`config.mk`:
```
export PLATFORM = sky130hd
export DESIGN_NAME = fetch_unit
export DESIGN_NICKNAME = d
export VERILOG_FILES = /design/src/rtl/fetch_unit.sv
export SDC_FILE = /design/constraint.sdc
export NUM_CORES = 1
export LEC_CHECK = 0
export CAP_MARGIN = 25
export CORE_MARGIN = 4
export CORE_UTILIZATION = 52
export DETAILED_ROUTE_END_ITERATION = 16
export GPL_TIMING_DRIVEN = 0
export PLACE_DENSITY = 0.9
export SYNTH_ARGS = -nofsm -noshare
export SYNTH_HDL_FRONTEND = slang
export SYNTH_SLANG_ARGS = --single-unit
export TNS_END_PERCENT = 5
```
`constraint.sdc`:
```
create_clock -name clk -period 9.8 [get_ports clk]
set_input_delay 2.94 -clock clk [delete_from_list [all_inputs] [get_ports clk]]
set_output_delay 2.94 -clock clk [all_outputs]
set_load 0.005 [all_outputs]
```
`src/rtl/fetch_unit.sv`:
```
// Instruction-fetch stage: owns the PC, fetches over a req/ack handshake,
// holds the fetched word for the decoder and selects the next PC on retire.
module fetch_unit #(
    parameter logic [31:0] RESET_PC = 32'h0000_0000,
    parameter int          TIMEOUT  = 16,
    parameter int          CNT_W    = 32
) (
    input  logic             clk,
    input  logic             rst,
    output logic             imem_req,
    output logic [31:0]      imem_addr,
    input  logic             imem_ack,
    input  logic [31:0]      imem_rdata,
    output logic             instr_valid,
    output logic [31:0]      instr_out,
    output logic [5:0]       opcode,
    output logic [31:0]      pc_out,
    output logic [31:0]      pc_plus4,
    input  logic             branch,
    input  logic             zero,
    input  logic             jump,
    input  logic             retire,
    output logic             fault,
    output logic [CNT_W-1:0] instr_count
);

    // Wide enough to hold TIMEOUT-1.
    localparam int TW = $clog2(TIMEOUT) + 1;

    typedef enum logic [1:0] {
        S_FETCH = 2'd0,
        S_EXEC  = 2'd1,
        S_FAULT = 2'd2
    } state_t;

    state_t            state_r;
    state_t            state_s;
    logic [31:0]       pc_r;
    logic [31:0]       instr_r;
    logic              valid_r;
    logic              req_r;
    logic              fault_r;
    logic [CNT_W-1:0]  cnt_r;
    logic [TW-1:0]     tcnt_r;

    logic              ack_take_s;
    logic              retire_take_s;
    logic              tick_s;
    logic [31:0]       pc_plus4_s;
    logic [31:0]       next_pc_s;

    // Jump target: upper nibble of pc+4 with the 26-bit word index.
    function automatic logic [31:0] jump_target(input logic [31:0] pc4,
                                                input logic [31:0] ins);
        return {pc4[31:28], ins[25:0], 2'b00};
    endfunction

    // Branch target: pc+4 plus the sign-extended word offset, modulo 2^32.
    function automatic logic [31:0] branch_target(input logic [31:0] pc4,
                                                  input logic [31:0] ins);
        return pc4 + {{14{ins[15]}}, ins[15:0], 2'b00};
    endfunction

    assign pc_plus4_s  = pc_r + 32'd4;

    assign imem_req    = req_r;
    assign imem_addr   = {pc_r[31:2], 2'b00};
    assign instr_valid = valid_r;
    assign instr_out   = instr_r;
    assign opcode      = instr_r[31:26];
    assign pc_out      = pc_r;
    assign pc_plus4    = pc_plus4_s;
    assign fault       = fault_r;
    assign instr_count = cnt_r;

    // Next-PC priority: jump, then taken branch, then sequential.
    always_comb begin
        next_pc_s = pc_plus4_s;
        if (jump) begin
            next_pc_s = jump_target(pc_plus4_s, instr_r);
        end else if (branch && zero) begin
            next_pc_s = branch_target(pc_plus4_s, instr_r);
        end else begin
            next_pc_s = pc_plus4_s;
        end
    end

    // Next-state and event decode; an ack is only taken while fetching and a
    // retire only while executing, everything else is ignored.
    always_comb begin
        state_s       = state_r;
        ack_take_s    = 1'b0;
        retire_take_s = 1'b0;
        tick_s        = 1'b0;
        case (state_r)
            S_FETCH: begin
                if (imem_ack) begin
                    ack_take_s = 1'b1;
                    state_s    = S_EXEC;
                end else if (req_r) begin
                    if (tcnt_r == TW'(TIMEOUT - 1)) begin
                        state_s = S_FAULT;
                    end else begin
                        tick_s  = 1'b1;
                    end
                end else begin
                    state_s = S_FETCH;
                end
            end
            S_EXEC: begin
                if (retire) begin
                    retire_take_s = 1'b1;
                    state_s       = S_FETCH;
                end else begin
                    state_s = S_EXEC;
                end
            end
            S_FAULT: begin
                state_s = S_FAULT;
            end
            default: begin
                state_s = S_FAULT;
            end
        endcase
    end

    // State register.
    always_ff @(posedge clk or posedge rst) begin
        if (rst) begin
            state_r <= S_FETCH;
        end else begin
            state_r <= state_s;
        end
    end

    // Registered handshake and status outputs, derived from the next state so
    // they line up with it; req rises on the first edge after reset.
    always_ff @(posedge clk or posedge rst) begin
        if (rst) begin
            req_r   <= 1'b0;
            fault_r <= 1'b0;
        end else begin
            req_r   <= (state_s == S_FETCH);
            fault_r <= (state_s == S_FAULT);
        end
    end

    // Instruction register and valid flag.
    always_ff @(posedge clk or posedge rst) begin
        if (rst) begin
            instr_r <= 32'h0000_0000;
            valid_r <= 1'b0;
        end else if (ack_take_s) begin
            instr_r <= imem_rdata;
            valid_r <= 1'b1;
        end else if (retire_take_s) begin
            valid_r <= 1'b0;
        end
    end

    // PC and retired-instruction counter advance together on retire.
    always_ff @(posedge clk or posedge rst) begin
        if (rst) begin
            pc_r  <= RESET_PC;
            cnt_r <= '0;
        end else if (retire_take_s) begin
            pc_r  <= next_pc_s;
            cnt_r <= cnt_r + CNT_W'(1);
        end
    end

    // Fetch timeout counter: counts unanswered request cycles.
    always_ff @(posedge clk or posedge rst) begin
        if (rst) begin
            tcnt_r <= '0;
        end else if (retire_take_s) begin
            tcnt_r <= '0;
        end else if (tick_s) begin
            tcnt_r <= tcnt_r + TW'(1);
        end
    end

endmodule
```
# ---- After elaboration in Yosys (flattened, before gate mapping)
# Cells that the tools add are included.
dict set report totals {
  elab_cells 39
  output_inout_bits 169
  rom_bits 0
  regBits 106
  latchBits 0
  n_memories 0
  ram_bits 0
  inputBits 39
}
dict set report op_classes {
  n_lt_le_gt_ge 0
  reduce_logical 5
  shifts 0
  mul 0
  add_sub_neg 4
  bitwise_logic 0
  mux 19
  div 0
  n_eq_ne 3
}
# operator count
set op_table {}
lappend op_table {{32-bit 2-to-1 mux} 2}
lappend op_table {{32-bit by 1-bit adder with 32-bit output, second input constant} 1}
lappend op_table {{32-bit by 3-bit adder with 32-bit output, second input constant} 1}
lappend op_table {{32-bit adder} 1}
lappend op_table {{1-bit 2-to-1 mux} 11}
lappend op_table {{5-bit 2-to-1 mux} 2}
lappend op_table {{2-bit 2-to-1 mux} 3}
lappend op_table {{5-bit by 1-bit adder with 5-bit output, second input constant} 1}
lappend op_table {{5-bit by 4-bit equality test with 1-bit output, second input constant} 1}
lappend op_table {{2-bit logical NOT} 2}
lappend op_table {{2-bit case mux with 2 select lines} 1}
lappend op_table {{2-bit nonzero test} 2}
lappend op_table {{2-bit by 1-bit equality test with 1-bit output, second input constant} 1}
lappend op_table {{2-bit equality test, second input constant} 1}
lappend op_table {{1-bit logical AND} 1}

# ---- Depth between registers and ports, before layout
dict set report depth {
  depth_word 7
  depth_mapped 17
  ltp_nobuf 17
}

# ---- Worst setup path before layout
# No wires, ideal clock.
dict set report synth_path {
  path_kind {reg-to-output}
  startpoint {register pc_r[4] (netlist: pc_out[4])}
  endpoint {output pc_plus4[25]}
  setup_slack_ns 4.974
  required_ns 6.860
  stages_incl_launch_ff 8
  t_arrival_ns 1.886
  cell_sequence {dfrtp_1 -> and3_1 -> nand4_1 -> nor3_1 -> nand2_1 -> nor2_1 -> nand3_1 -> xnor2_1}
}
dict set report synth_via {
  elab_chain_cells 1
}
# item line_no
set synth_lines {}
lappend synth_lines {{from (decl)} 38} ;# logic [31:0] pc_r;
lappend synth_lines {{from (signal assigned)} 167} ;# pc_r <= next_pc_s;
lappend synth_lines {{32-bit by 3-bit adder with 32-bit output} 64} ;# assign pc_plus4_s = pc_r + 32'd4;
lappend synth_lines {{to (decl)} 18} ;# output logic [31:0] pc_plus4,
# No other way between the ends.

# ---- Worst setup path in the final report
# Same ends and word-level chain as after synthesis.

==> impl_summary.txt <==
----------------------------------------------------
[Outcome]
  Status ... finished clean

[Critical path]
  Launching element type of the critical path ... register
  Slowest CP cell ... sky130_fd_sc_hd__nor3_1
  Cell type group with the largest total delay on the critical path ... simple AND/OR/NAND/NOR gates
  WP data required ... 6.86 ns
  FF-to-FF Start ... pc_out[4]$_DFFE_PP0P_
  Worst setup path class ... reg -> out
  Number of cells traversed by the worst register-to-register path ... 17
  Sequence of cells on the critical path ... and3_1, nand4_1, nor3_1, nand2_1, nor2_1, nand3_1, xnor2_1, clkdlybuf4s50_1
  Crit path arrival time ... 3.63 ns
  Reg2reg setup slack ... 4.92 ns
  RR Endpoint ... pc_out[31]$_DFFE_PP0P_
  Critical Path Sink Type ... output pin
  WP buf/inv ... 1
  Top fanout value on the critical path ... 7
  Critical path's largest stage delay ... 0.57 ns

[Die]
  Standard cell core area ... 13200 um^2
  Die span in y ... 124 um
  Cell Rows ... 42
  Die Width ... 124 um
  Die area ... 15400 um^2
  Effective utilization at floorplan ... 53.0%
  Top Ports ... 208

[Logic synthesis]
  Flip-flop cell with the highest count after synthesis ... sky130_fd_sc_hd__dfrtp_1
  Sequential share of the synthesized area ... 37.2%
  Post-synthesis cell area ... 6990 um^2
  Register bit total from synthesis ... 104
  Biggest area consumer among synthesized cells ... sky130_fd_sc_hd__dfrtp_1
  Synth Instances ... 767
  Total number of yosys warnings ... 0
  Mean area per synthesized cell ... 9.12 um^2
  Number of enable flip-flop cells after synthesis ... 0
  Async SR Flop Fraction ... 100%
  Cell variety after synth ... 56
  Area share of the largest cell type after synthesis ... 37.2%
  Top area cells in the synthesized netlist ... sky130_fd_sc_hd__dfrtp_1, sky130_fd_sc_hd__xnor2_1, sky130_fd_sc_hd__ha_1

[GRT]
  Antenna violations before repair ... 0
  Total global-route track usage ... 27.9%
  Total overflow reported by the global router ... 0
  Via count of the first global-routing pass ... 6532
  Wire length of the first global-routing pass ... 33.5 mm
  Maximum number of pins on one net before global-route repair ... 74

[Min path]
  Worst hold path stage count ... 1
  Endpoint of the worst hold-timing path ... instr_count[31]$_DFFE_PP0P_
  Startpoint of the lowest-slack hold path ... instr_count[31]$_DFFE_PP0P_
  Worst min-delay path class ... reg -> reg

[Timing]
  Final period util ... 67.0%
  Number of hold-slack violations in the final timing report ... 0
  Min Clock Period, post-route ... 6.57 ns
  Number of max-slew violations in the final report ... 0
  Setup repair after global routing missed its margin ... no
  Setup TNS after final layout ... 0 ns
  Worst-case clock skew ... 0.00936 ns
  Final setup viols ... 0
  Max Fclk ... 152 MHz
  Transition at the pin with the smallest max-transition slack ... 1.01 ns
  Slew HR ... 31.9%

[Clock network]
  Source-to-sink clock delay at the later pin of the worst-skew pair ... 0.35 ns
  Num Clock Sinks ... 104
  Clock slew at reported path FFs ... 0.08 ns
  CTS tree ... done
  Number of CTS-inserted buffers ... 9
  # Post-CTS Setup Buffers ... 0
  Hold buffer count at cts ... 0
  Max clock buf depth ... 2
  Number of levels in the clock H-tree ... 3
  Cells resized by post-CTS repair ... 0
  Clock root buffer master ... sky130_fd_sc_hd__clkbuf_16

[Run]
  # Max-Cap Violations ... 0

[Detailed routing]
  Drt initial violations ... 518
  Overall via count from detail_route ... 6765
  DRC violations left ... 0
  WL/cell ... 18.4 um
  First-pass iteration count of the detailed router ... 5
  Detailed-route wire length ... 21.5 mm
  Antenna violation net count after detailed routing ... 0
  Average vias per placed instance ... 5.80

[Power]
  Cell area power density ... 263 nW/um^2
  Leak Pwr ... 4.17 nW
  Peak supply drop ... 157 uV

[Layout]
  Area taken by flip-flops and latches ... 2600 um^2
  Final non-filler cell total ... 1166
  Final net count ... 1064
  Antenna diode count ... 0
  Fillers ... 989
  Multi-input gate area ... 3950 um^2
  Share of post-route cells with drive strength above 1 ... 10.7%
  Layout area overhead ... 37.1%

[Place]
  DP HPWL ... 16.2 mm
  GP Congestion ... 0.914
  Total placed cells including tap cells ... 1150
  IO Port Bufs ... 201

----------------------------------------------------
-- placed cells by master (no fill, tap or decap), types with 4 or more instances in the layout --
cell	n
sky130_fd_sc_hd__a211oi_1	12
sky130_fd_sc_hd__a21o_1	28
sky130_fd_sc_hd__a21oi_1	40
sky130_fd_sc_hd__a31oi_1	6
sky130_fd_sc_hd__and2_1	5
sky130_fd_sc_hd__and3_1	18
sky130_fd_sc_hd__and4_1	5
sky130_fd_sc_hd__buf_4	43
sky130_fd_sc_hd__clkbuf_1	21
sky130_fd_sc_hd__clkbuf_16	9
sky130_fd_sc_hd__clkdlybuf4s50_1	201
sky130_fd_sc_hd__conb_1	6
sky130_fd_sc_hd__dfrtp_1	104
sky130_fd_sc_hd__ha_1	39
sky130_fd_sc_hd__inv_1	10
sky130_fd_sc_hd__mux2_2	31
sky130_fd_sc_hd__nand2_1	95
sky130_fd_sc_hd__nand3_1	32
sky130_fd_sc_hd__nand4_1	15
sky130_fd_sc_hd__nor2_1	54
sky130_fd_sc_hd__nor3_1	9
sky130_fd_sc_hd__o211ai_1	6
sky130_fd_sc_hd__o21ai_0	45
sky130_fd_sc_hd__o22ai_1	4
sky130_fd_sc_hd__or3_1	4
sky130_fd_sc_hd__xnor2_1	56
sky130_fd_sc_hd__xor2_1	29
-- sequential cells by signal, indices dropped and copies added, names as in the netlist --
name         count
instr_valid      1
state_r          2
tcnt_r           5
instr_out       32
imem_req         1
fault            1
instr_count     32
pc_out          30
-- Yosys cell counts (all sizes together), types with 2 or more instances --
master	instances
a211o	2
a211oi	12
a21boi	2
a21o	29
a21oi	42
a221o	2
a221oi	3
a222oi	2
a31o	3
a31oi	6
a41oi	2
and2	5
and3	18
and4	5
buf	46
clkbuf	22
dfrtp	104
ha	39
inv	11
mux2	31
nand2	95
nand2b	3
nand3	32
nand4	15
nor2	54
nor3	9
nor4	2
o211ai	6
o21a	3
o21ai	46
o21bai	2
o221ai	3
o22ai	4
o31ai	4
or2	3
or3	5
xnor2	56
xor2	29
-- cell type report --
class,count,share of cell area [%]
Buffer,68,4.37
Tap cell,176,2.30
Timing Repair Buffer,202,21.3
Multi-Input combinational cell,589,41.2
Inverter,11,0.457
Clock buffer,9,2.35
Sequential cell,104,27.1
Clock inverter,7,0.913
-- cell families after synthesis --
kind of cell             share of synthesized area (%)
flip-flops                                        37.2
buffers and inverters                             6.58
AO/OA/AOI/OAI                                     16.7
other                                           0.0536
AND/OR/NAND/NOR                                   16.4
XOR/XNOR                                          10.6
multiplexers                                      5.13
adder cells (fa/ha/maj)                           7.26
-- where the power goes --
part | switching (mW) | internal (mW)
Clock | 0.185 | 0.184
Combinational | 0.679 | 0.790
Sequential | 0.162 | 0.522
Total | 1.02 | 1.50
-- layer usage --
layer,track usage [%],vias up,wire [um]
li1,-,3111,-
met1,35.9,3255,8670
met2,46.0,350,10200
met3,7.95,49,2140
met4,7.87,0,489
met5,0,-,0
-- stage by stage --
step	total power, mW	util, %	hold slack [ns]	area, um^2	worst slack (ns)
floorplan	1.49	-	0.468	7010	4.13
global placement	2.09	70.1	0.460	9250	2.56
detailed placement	2.13	70.3	0.469	9280	3.68
CTS	2.51	72.7	0.480	9590	3.29
global route	2.69	72.7	0.493	9590	3.08
finish	2.52	72.7	0.478	9590	3.23
-- worst max-delay path by stage --
stage	to	cells after the start	slack, ns	startpoint
2_1_floorplan	fault$_DFF_PP0_	1	4.13	rst
3_3_place_gp	pc_out[28]$_DFFE_PP0P_	2	2.56	rst
3_5_place_dp	pc_plus4[25]	8	3.68	pc_out[2]$_DFFE_PP0P_
4_1_cts	pc_plus4[25]	8	3.29	pc_out[4]$_DFFE_PP0P_
5_1_grt	pc_plus4[25]	8	3.08	pc_out[2]$_DFFE_PP0P_
6_report	pc_plus4[25]	8	3.23	pc_out[4]$_DFFE_PP0P_
Note: power is estimated with default switching activity, not from simulation.
